`src/rtl/gpio_pkg.sv`:
```
// Shared register map, reset values and access types for the per-side GPIO controller.
package gpio_pkg;

  localparam logic [4:0] A_OUT      = 5'h00;
  localparam logic [4:0] A_OE       = 5'h01;
  localparam logic [4:0] A_IE       = 5'h02;
  localparam logic [4:0] A_IN       = 5'h03;
  localparam logic [4:0] A_IRQ_EN   = 5'h04;
  localparam logic [4:0] A_IRQ_RISE = 5'h05;
  localparam logic [4:0] A_IRQ_STAT = 5'h06;
  localparam logic [4:0] A_SET      = 5'h07;
  localparam logic [4:0] A_CLR      = 5'h08;

  localparam logic [31:0] RST_REG = 32'h0;

  typedef enum logic [2:0] {
    ACC_NONE,
    ACC_RW,
    ACC_RO,
    ACC_WO,
    ACC_W1C
  } acc_t;

  function automatic acc_t acc_type(input logic [4:0] a);
    acc_t t;
    t = ACC_NONE;
    case (a)
      A_OUT, A_OE, A_IE,
      A_IRQ_EN, A_IRQ_RISE: t = ACC_RW;
      A_IN:                 t = ACC_RO;
      A_IRQ_STAT:           t = ACC_W1C;
      A_SET, A_CLR:         t = ACC_WO;
      default:              t = a[4] ? ACC_RW : ACC_NONE;
    endcase
    return t;
  endfunction

endpackage

```
`src/rtl/gpio_debounce.sv`:
```
// Single-pin debounce: output follows input only after 2**DBW-1 consecutive
// mismatching cycles. Used by gpio_side_ctrl when GPIO_DEBOUNCE_EN is defined.
module gpio_debounce #(
  parameter int DBW = 4
) (
  input  logic clk,
  input  logic rst,
  input  logic i_d,
  output logic o_q
);

  localparam logic [DBW-1:0] LAST = {{(DBW-1){1'b1}}, 1'b0};

  logic [DBW-1:0] r_cnt;
  logic           r_q;

  always_ff @(posedge clk) begin
    if (rst) begin
      r_cnt <= '0;
      r_q   <= 1'b0;
    end else if (i_d == r_q) begin
      r_cnt <= '0;
    end else if (r_cnt == LAST) begin
      r_q   <= i_d;
      r_cnt <= '0;
    end else begin
      r_cnt <= r_cnt + 1'b1;
    end
  end

  assign o_q = r_q;

endmodule

```
`src/rtl/gpio_side_ctrl.sv`:
```
// Core-side GPIO controller for one padring side: register port, pad buses,
// input sync, edge interrupts. Optional per-pad debounce via GPIO_DEBOUNCE_EN.
import gpio_pkg::*;

module gpio_side_ctrl #(
  parameter int N    = 9,
  parameter int CFGW = 8,
  parameter int DBW  = 4
) (
  input  logic            clk,
  input  logic            rst,
  input  logic            reg_valid,
  input  logic            reg_write,
  input  logic [4:0]      reg_addr,
  input  logic [31:0]     reg_wdata,
  output logic            reg_ready,
  output logic            reg_rvalid,
  output logic [31:0]     reg_rdata,
  input  logic [N-1:0]    din,
  output logic [N-1:0]    dout,
  output logic [N-1:0]    oen,
  output logic [N-1:0]    ie,
  output logic [N*CFGW-1:0] cfg,
  output logic            irq
);

  logic [N-1:0]    r_out;
  logic [N-1:0]    r_oe;
  logic [N-1:0]    r_ie;
  logic [N-1:0]    r_irq_en;
  logic [N-1:0]    r_irq_rise;
  logic [N-1:0]    r_irq_stat;
  logic [N-1:0]    r_sync1;
  logic [N-1:0]    r_sync2;
  logic [N-1:0]    r_prev;
  logic [CFGW-1:0] r_cfg [N];
  logic            r_rvalid;
  logic [31:0]     r_rdata;

  logic            w_acc;
  logic            w_wr;
  logic            w_rd;
  logic [N-1:0]    w_wd;
  logic            w_is_cfg;
  logic [3:0]      w_cfg_idx;
  logic [N-1:0]    w_s;
  logic [N-1:0]    w_in;
  logic [N-1:0]    w_rise;
  logic [N-1:0]    w_fall;
  logic [N-1:0]    w_evt;
  logic [N-1:0]    w_w1c;
  logic [N-1:0]    w_mux;
  logic [CFGW-1:0] w_cfg_rd;
  logic            w_readable;
  logic [31:0]     w_rdata;
  acc_t            w_type;
  logic            w_unused;

  assign reg_ready = ~rst;
  assign w_acc     = reg_valid & reg_ready;
  assign w_wr      = w_acc & reg_write;
  assign w_rd      = w_acc & ~reg_write;
  assign w_wd      = reg_wdata[N-1:0];
  assign w_unused  = ^reg_wdata[31:N];

  assign w_cfg_idx = reg_addr[3:0];
  assign w_is_cfg  = reg_addr[4] &
                     ({28'd0, w_cfg_idx} < 32'(N));

  // Input path: sync, gate by IE, optional debounce.
  assign w_s = r_sync2 & r_ie;

`ifdef GPIO_DEBOUNCE_EN
  logic [N-1:0] w_deb;
  for (genvar g = 0; g < N; g++) begin : g_deb
    gpio_debounce #(.DBW(DBW)) u_deb (
      .clk (clk),
      .rst (rst),
      .i_d (w_s[g]),
      .o_q (w_deb[g])
    );
  end
  assign w_in = w_deb & r_ie;
`else
  localparam int unused_dbw = DBW;
  assign w_in = w_s;
`endif

  // Edges are qualified by the registered IE so disabling a pad is silent.
  assign w_rise = w_in & ~r_prev & r_ie;
  assign w_fall = ~w_in & r_prev & r_ie;
  assign w_evt  = (w_rise & r_irq_rise) |
                  (w_fall & ~r_irq_rise);
  assign w_w1c  = (w_wr && reg_addr == A_IRQ_STAT) ?
                  w_wd : '0;

  always_ff @(posedge clk) begin
    if (rst) begin
      r_out      <= RST_REG[N-1:0];
      r_oe       <= RST_REG[N-1:0];
      r_ie       <= RST_REG[N-1:0];
      r_irq_en   <= RST_REG[N-1:0];
      r_irq_rise <= RST_REG[N-1:0];
      r_irq_stat <= RST_REG[N-1:0];
      r_sync1    <= '0;
      r_sync2    <= '0;
      r_prev     <= '0;
      r_rvalid   <= 1'b0;
      r_rdata    <= '0;
    end else begin
      r_sync1    <= din;
      r_sync2    <= r_sync1;
      r_prev     <= w_in;
      r_irq_stat <= (r_irq_stat & ~w_w1c) | w_evt;
      r_rvalid   <= w_rd;
      if (w_rd) r_rdata <= w_rdata;
      if (w_wr) begin
        unique case (1'b1)
          reg_addr == A_OUT:      r_out <= w_wd;
          reg_addr == A_OE:       r_oe <= w_wd;
          reg_addr == A_IE:       r_ie <= w_wd;
          reg_addr == A_IRQ_EN:   r_irq_en <= w_wd;
          reg_addr == A_IRQ_RISE: r_irq_rise <= w_wd;
          reg_addr == A_SET:      r_out <= r_out | w_wd;
          reg_addr == A_CLR:      r_out <= r_out & ~w_wd;
          default: ;
        endcase
      end
    end
  end

  always_ff @(posedge clk) begin
    for (int i = 0; i < N; i++) begin
      if (rst)
        r_cfg[i] <= RST_REG[CFGW-1:0];
      else if (w_wr && w_is_cfg && w_cfg_idx == 4'(i))
        r_cfg[i] <= reg_wdata[CFGW-1:0];
    end
  end

  always_comb begin
    w_cfg_rd = '0;
    for (int i = 0; i < N; i++)
      if (w_cfg_idx == 4'(i)) w_cfg_rd = r_cfg[i];
  end

  always_comb begin
    w_mux = '0;
    unique case (1'b1)
      reg_addr == A_OUT:      w_mux = r_out;
      reg_addr == A_OE:       w_mux = r_oe;
      reg_addr == A_IE:       w_mux = r_ie;
      reg_addr == A_IN:       w_mux = w_in;
      reg_addr == A_IRQ_EN:   w_mux = r_irq_en;
      reg_addr == A_IRQ_RISE: w_mux = r_irq_rise;
      reg_addr == A_IRQ_STAT: w_mux = r_irq_stat;
      default: ;
    endcase
  end

  assign w_type     = acc_type(reg_addr);
  assign w_readable = (w_type == ACC_RW) ||
                      (w_type == ACC_RO) ||
                      (w_type == ACC_W1C);

  always_comb begin
    w_rdata = '0;
    if (w_readable) begin
      if (w_is_cfg)
        w_rdata = {{(32-CFGW){1'b0}}, w_cfg_rd};
      else if (!reg_addr[4])
        w_rdata = {{(32-N){1'b0}}, w_mux};
    end
  end

  for (genvar g = 0; g < N; g++) begin : g_cfg
    assign cfg[g*CFGW +: CFGW] = r_cfg[g];
  end

  assign dout       = r_out;
  assign oen        = ~r_oe;
  assign ie         = r_ie;
  assign irq        = |(r_irq_stat & r_irq_en);
  assign reg_rvalid = r_rvalid;
  assign reg_rdata  = r_rdata;

endmodule

```
`config.mk`:
```
export PLATFORM = sky130hd
export DESIGN_NAME = gpio_side_ctrl
export DESIGN_NICKNAME = d
export VERILOG_FILES = /design/src/rtl/gpio_pkg.sv /design/src/rtl/gpio_debounce.sv /design/src/rtl/gpio_side_ctrl.sv
export SDC_FILE = /design/constraint.sdc
export NUM_CORES = 1
export LEC_CHECK = 0
export BUFFER_PORTS_ARGS = -buffer_cell sky130_fd_sc_hd__buf_2
export CAP_MARGIN = 25
export CELL_PAD_IN_SITES_DETAIL_PLACEMENT = 1
export CELL_PAD_IN_SITES_GLOBAL_PLACEMENT = 1
export CORE_MARGIN = 3
export CORE_UTILIZATION = 44
export DETAILED_ROUTE_END_ITERATION = 8
export PLACE_DENSITY_LB_ADDON = 0.1
export SLEW_MARGIN = 20
export SYNTH_ARGS = -nofsm -noshare
export SYNTH_HDL_FRONTEND = slang
export SYNTH_HIERARCHICAL = 1
export SYNTH_SLANG_ARGS = --single-unit
```
`constraint.sdc`:
```
create_clock -name clk -period 7.3 [get_ports clk]
set_input_delay 1.46 -clock clk [delete_from_list [all_inputs] [get_ports clk]]
set_output_delay 1.46 -clock clk [all_outputs]
set_load 0.1 [all_outputs]
```
==> metrics.txt, run 1 <==
status=complete, no violations; Num Clock Sinks=~160; met3 WL=2.02 mm; worst reg-to-reg path cell count=4; initial antenna violation count=1; Clk pin slew, worst setup/hold paths=roughly 0.060 ns; Overflow after GRT=0; via count=about 6800; hold_sp=r_sync1[0]; H-tree depth=4; fillcell total=approximately 2000; Inserted Clock Buffers=17; WL met2=about 13 mm; DRT antenna net count=0; Commonest cells post-synth=dfxtp_1 (91), nand2_1 (77), and2_1 (76); clk_skew=approximately 0.008 ns; sequential fraction of the synthesis area=51.2%; Tcrit/Tclk final=between 50% and 60%; Internal Power=~1600 µW; RSZ-0062 raised after global routing=no; max-slew violation count=0; Root Buffer=clkbuf_16; Slew HR=between 30% and 40%; wire per inst=between 20 and 25 µm; power per cell area=between 200 and 300 nW/µm²; setup bufs post-CTS=0; Via density=6.01; top-count cell post-synth=dfxtp_1; P_leak=~0.0036 µW; Worst Hold Class=reg -> reg; Rows=47; GPL Wtd Cong=0.901; uppermost routed layer=met5; measured slew at the worst slew-check pin=around 1 ns; Post-CTS Hold Fix Bufs=0; Synth Register Bits=about 160; Worst R2R Start=r_cfg[3][3]; critical path capture point type=primary output; Die X=between 100 and 150 µm; NetSw=742 µW; die height=139 µm; DRT iter0 DRCs=598; antenna cell count=0; final setup vio count=0; Max FO, Critical Path=26; Total Power=2320 µW; share of cells above drive strength 1=a little under a quarter; crit start category=primary input; Worst EP arrival=roughly 2.5 ns; nets=between 900 and 1000; Core Box Area=between 15000 and 20000 µm²; share of total power in the clock network=39.9%; Async SR Flop Fraction=0%; Required @ worst endpoint=about 5.8 ns; fmax=roughly 0.25 GHz; Starting Density=between 40% and 50%; wl on met1=11.9 mm; reg2reg end=reg_rdata[3]; largest net degree at the start of global routing=71; I/O pins=184; critical path class=in -> out; buffer depth of the longest clock path=2; Worst-Skew Late Latency=around 0.43 ns; gr usage total=between 20 and 30%; Synth area leaders=edfxtp_1 (28%), dfxtp_1 (23%), and2_1 (6.1%); Syn. warnings=6; # resized after CTS=0; CTS tree=done; Min Clock Period, post-route=around 4.0 ns; max-cap check violation count=0; area leader, netlist=edfxtp_1; combinational share of power=~17%; ys flop type=dfxtp_1; post-synthesis cell type count=64; Area Overhead vs Synth=16.8%; number of synthesized flops with an enable pin=72; R2R Setup Slk=approximately 5.6 ns; Seq pwr share=43.1%; Sw Ratio=between 30% and 40%; Setup TNS=0 ns; Endpoint, Worst Hold=r_sync2[0]; final hold vios=0; vias in the first global route=between 6000 and 7000; Post-Syn Area=7770 µm²; detailed-route DRC error count=0; syn_area_per_cell=roughly 9.9 µm²; worst vdd ir=0.000165 V; WHS Path Cells=1; die area=between 15000 and 20000 µm²; post-DP HPWL=18.7 mm; WL final=between 20 and 30 mm; Synth top area share=between 20 and 30%; drt pass-1 iters=5; Post-Synthesis Cells=around 780; I/O Buffers=about 140; first-pass GRT wire length=just over 40 mm
[through the flow]
stage | cells | area [µm²] | setup WS [ns] | hold slack (ns) | util, %
6_report | 1131 | 9080 | 3.31 | 0.439 | 53.6
5_1_grt | 1131 | 9080 | 3.27 | 0.455 | 53.6
2_1_floorplan | 806 | 7860 | 3.17 | 0.414 | -
4_1_cts | 1130 | 9070 | 3.31 | 0.443 | 53.6
3_3_place_gp | 1097 | 8460 | 3.14 | 0.419 | 49.9
3_5_place_dp | 1098 | 8460 | 3.13 | 0.428 | 50.0
[state kept, by name, indices dropped and copies added, names as in the netlist]
name and cells:
r_prev 9, reg_rdata 9, ie 9, r_irq_en 9
r_cfg 72, r_irq_rise 9, r_sync1 9, r_sync2 9
reg_rvalid 1, dout 9, r_irq_stat 9, r_oe 9
[metal layers]
layer	vias up	track usage (%)
met5	-	0
met2	316	43.9
met3	30	6.66
li1	3006	-
met1	3441	38.4
met4	2	7.05
[power groups by stage]
stage / logic [µW] / registers (µW) / clock network (µW)
2_1_floorplan: 153 / 1190 / 0
3_3_place_gp: 388 / 1020 / 0
3_5_place_dp: 391 / 1020 / 0
4_1_cts: 393 / 999 / 931
5_1_grt: 407 / 1000 / 969
6_report: 395 / 999 / 926
[area by class of cell]
cell class	count	area, µm²	area share (%)
Multi-Input combinational cell	546	3350	36.9
Timing Repair Buffer	152	796	8.76
Clock buffer	23	523	5.76
Clock inverter	9	87.6	0.964
Inverter	18	67.6	0.744
Tap cell	220	275	3.03
Sequential cell	163	3980	43.9
[kinds of logic after synthesis]
kind of cell           count (synthesis)  share of synthesized area [%]
other                                  1                         0.0482
AOI/OAI and AO/OA                    178                           15.9
buffers and inverters                 97                           6.74
muxes                                 38                           5.41
DFF                                  163                           51.2
and+or+nand+nor                      307                           20.7
[worst max path at each step]
stage | from | to | slack [ns] | depth (start not counted)
final | rst | reg_ready | 3.31 | 3
after global routing | rst | reg_ready | 3.27 | 3
after CTS | rst | reg_ready | 3.31 | 3
after detailed placement | rst | r_cfg[7][2] | 3.13 | 6
after global placement | rst | r_cfg[3][0] | 3.14 | 6
after floorplan | rst | reg_ready | 3.17 | 3
[critical path, cell delays in order]
cell and delay (ns):
buf_2 0.11, inv_2 0.41, buf_2 0.53
[cells in the final DEF, fill, tap and decap left out, drive strengths merged, types with 3 or more instances in the layout]
cell	instances
mux2i	24
and2	76
a31oi	7
buf	152
edfxtp	72
o21ai	47
nand2b	3
inv	19
o22a	3
a211oi	5
clkbuf	23
nor2	58
nand3	21
nand2	78
mux2	12
a32o	13
a22o	3
o2111ai	9
a22oi	21
nand4	3
nor2b	25
a21oi	36
a32oi	7
o22ai	8
nor3b	3
or3b	3
clkinv	5
conb	23
dfxtp	91
nor3	9
a221oi	5
and3	12
Power figures use the tool's default switching activity.
==> run 2: changes to the inputs <==
Settings changed: CORE_UTILIZATION 44 to 37.
Clock period 7.3 ns to 3.4 ns, I/O delays scaled along.
==> run 2 against run 1 <==
Worst hold slack about the same. Via count is essentially flat. Sequential share of layout area shrank 0.63 points. Register-to-register slack worse by 3.9 ns. Final area grew 1.4%. Utilization decreased by 8.5 points. Sequential power grew 120%. Total power up 110%. Clock-buffer cell count is 6 lower. Combinational power increased by 120%. Flip-flop and latch count unchanged. Critical endpoint is now r_cfg[4][6].
==> metrics.txt, run 2 (synthesis gave the netlist of run 1 again) <==
P_leak=0.00365 µW (+1.5%); via count=6790 (-0.074%); CTS tree=done; final worst slack=0.905 ns (-2.40 ns); commonest non-fill, non-tap cells in the layout=buf_2 (137), dfxtp_1 (91), nand2_1 (77); Tcrit/Tclk final=between 70% and 80%; DRT iter0 DRCs=695 (+16%); Setup WS pre-CTS=0.528 ns (-2.60 ns); Post-CTS Hold Fix Bufs=0 (unchanged); wire per inst=23.9 µm (-0.98%); R2R Setup Slk=1.67 ns (-3.93 ns); Max FO, Critical Path=22 (-15%); antenna cell count=0 (unchanged); status=complete, no violations; I/O pins=184 (unchanged); # resized after CTS=0 (unchanged); critical path class=in -> reg; worst-path cell chain=buf_2 -> nor2b_1 -> nand3_1 -> nor3_2 -> or2_2; clk_skew=0.0108 ns (+0.00282 ns); post-placement cell count=1163 (+5.9%); max-slew violation count=0 (unchanged); max-cap check violation count=0 (unchanged); Slew HR=48.5% (+15 points); die area=22800 µm² (+18%); nets=962 (+1.5%); Num Clock Sinks=163 (unchanged); Starting Density=38.1% (-7.8 points); WL final=28.5 mm (+4.6%); Clk pin slew, worst setup/hold paths=0.07 ns (about the same); GPL Wtd Cong=0.873 (-3.1%); I/O Buffers=137 (unchanged); Overflow after GRT=0 (unchanged); Worst EP arrival=2.61 ns (+0.08 ns); final setup vio count=0 (unchanged); Required @ worst endpoint=3.52 ns (-2.32 ns); share of cells above drive strength 1=25.0% (+1.3 points); H-tree depth=4 (unchanged); vias in the first global route=6848 (+0.40%); Area Overhead vs Synth=18.5%; power per cell area=535 nW/µm² (+110%); buffer depth of the longest clock path=2 (unchanged); Endpoint, Worst Hold=r_sync2[8]; measured slew at the worst slew-check pin=0.771 ns (-0.222 ns); Rows=52 (+11%); crit start category=primary input; max reg flops=72 (unchanged); initial antenna violation count=0 (-1); die height=151 µm (+8.7%); fmax=roughly 0.40 GHz; most common cell after layout, fill and taps aside=buf_2; Via density=5.68 (-5.4%); largest net degree at the start of global routing=69 (-2.8%); gr usage total=25.2% (-2.5 points); worst vdd ir=0.000369 V (+120%); Inserted Clock Buffers=17 (unchanged); Core Box Area=20400 µm² (+21%); worst reg-to-reg path cell count=4 (unchanged); reg2reg end=reg_rdata[4]; DRT antenna net count=0 (unchanged); RSZ-0062 raised after global routing=no; crit path max-delay cell type=nor3_2; WHS Path Cells=1 (unchanged); final non-filler cell total=1195 (+5.7%); Most flops, register=r_cfg; detailed-route DRC error count=0 (unchanged); Worst R2R Start=r_cfg[3][4]; Worst Hold Class=reg -> reg; drt pass-1 iters=5 (unchanged); Die X=151 µm (+8.7%); setup bufs post-CTS=0 (unchanged); Min Clock Period, post-route=2.49 ns; Worst-Skew Late Latency=0.44 ns (about the same); critical path capture point type=flip-flop; post-DP HPWL=20.4 mm (+9.0%); Worst path max stage delay=0.54 ns (about the same); final hold vios=0 (unchanged); first-pass GRT wire length=42.6 mm (+3.7%); hold_sp=r_sync1[8]; Root Buffer=clkbuf_16; Setup TNS=0 ns (unchanged)
==> run 2: stage by stage <==
stage | area (µm²) | utilization (%) | hold WS, ns | power, µW
after floorplan | 7860 | - | 0.414 | 2870
after global placement | 8640 | 42.3 | 0.422 | 3040
after detailed placement | 8640 | 42.3 | 0.428 | 3050
after CTS | 9210 | 45.1 | 0.445 | 4950
after global routing | 9210 | 45.1 | 0.444 | 5070
final | 9210 | 45.1 | 0.439 | 4930
==> run 2: layer usage <==
metal | wire length, µm | part of all wire [%] | vias to the layer above | GRT usage, %
li1 | - | - | 3022 | -
met1 | 13100 | 46 | 3464 | 36.1
met2 | 13100 | 46 | 272 | 39.5
met3 | 1840 | 6.5 | 32 | 4.22
met4 | 499 | 1.7 | 0 | 6.84
met5 | 0 | 0 | - | 0
==> run 2: worst max path at each step <==
stage / startpoint / end / slack [ns]
3_5_place_dp: reg_addr[3] / r_cfg[4][5] / 0.53
3_3_place_gp: reg_addr[0] / reg_rdata[6] / 0.60
2_1_floorplan: rst / r_cfg[1][0] / 0.42
5_1_grt: reg_addr[3] / r_cfg[4][6] / 0.78
4_1_cts: r_irq_stat[5] / irq / 0.97
6_report: reg_addr[3] / r_cfg[4][6] / 0.91
==> run 2: final cells by class <==
class,count,area (µm²)
inverter,18,67.6
timing repair buffer,166,903
tap,270,338
multi-input combinational,546,3350
fill,2350,11200
sequential,163,3980
clock inverter,15,146
clock buffer,17,425
==> run 2: power by group <==
part / internal, µW / switching [µW]
clock: 1030 / 887
combinational: 131 / 732
sequential: 2100 / 44.3
==> run 2: critical path: cells and delay by family <==
kind,cells,cell delay (ns)
buffers and inverters,1,0.25
and+or+nand+nor,4,1.67
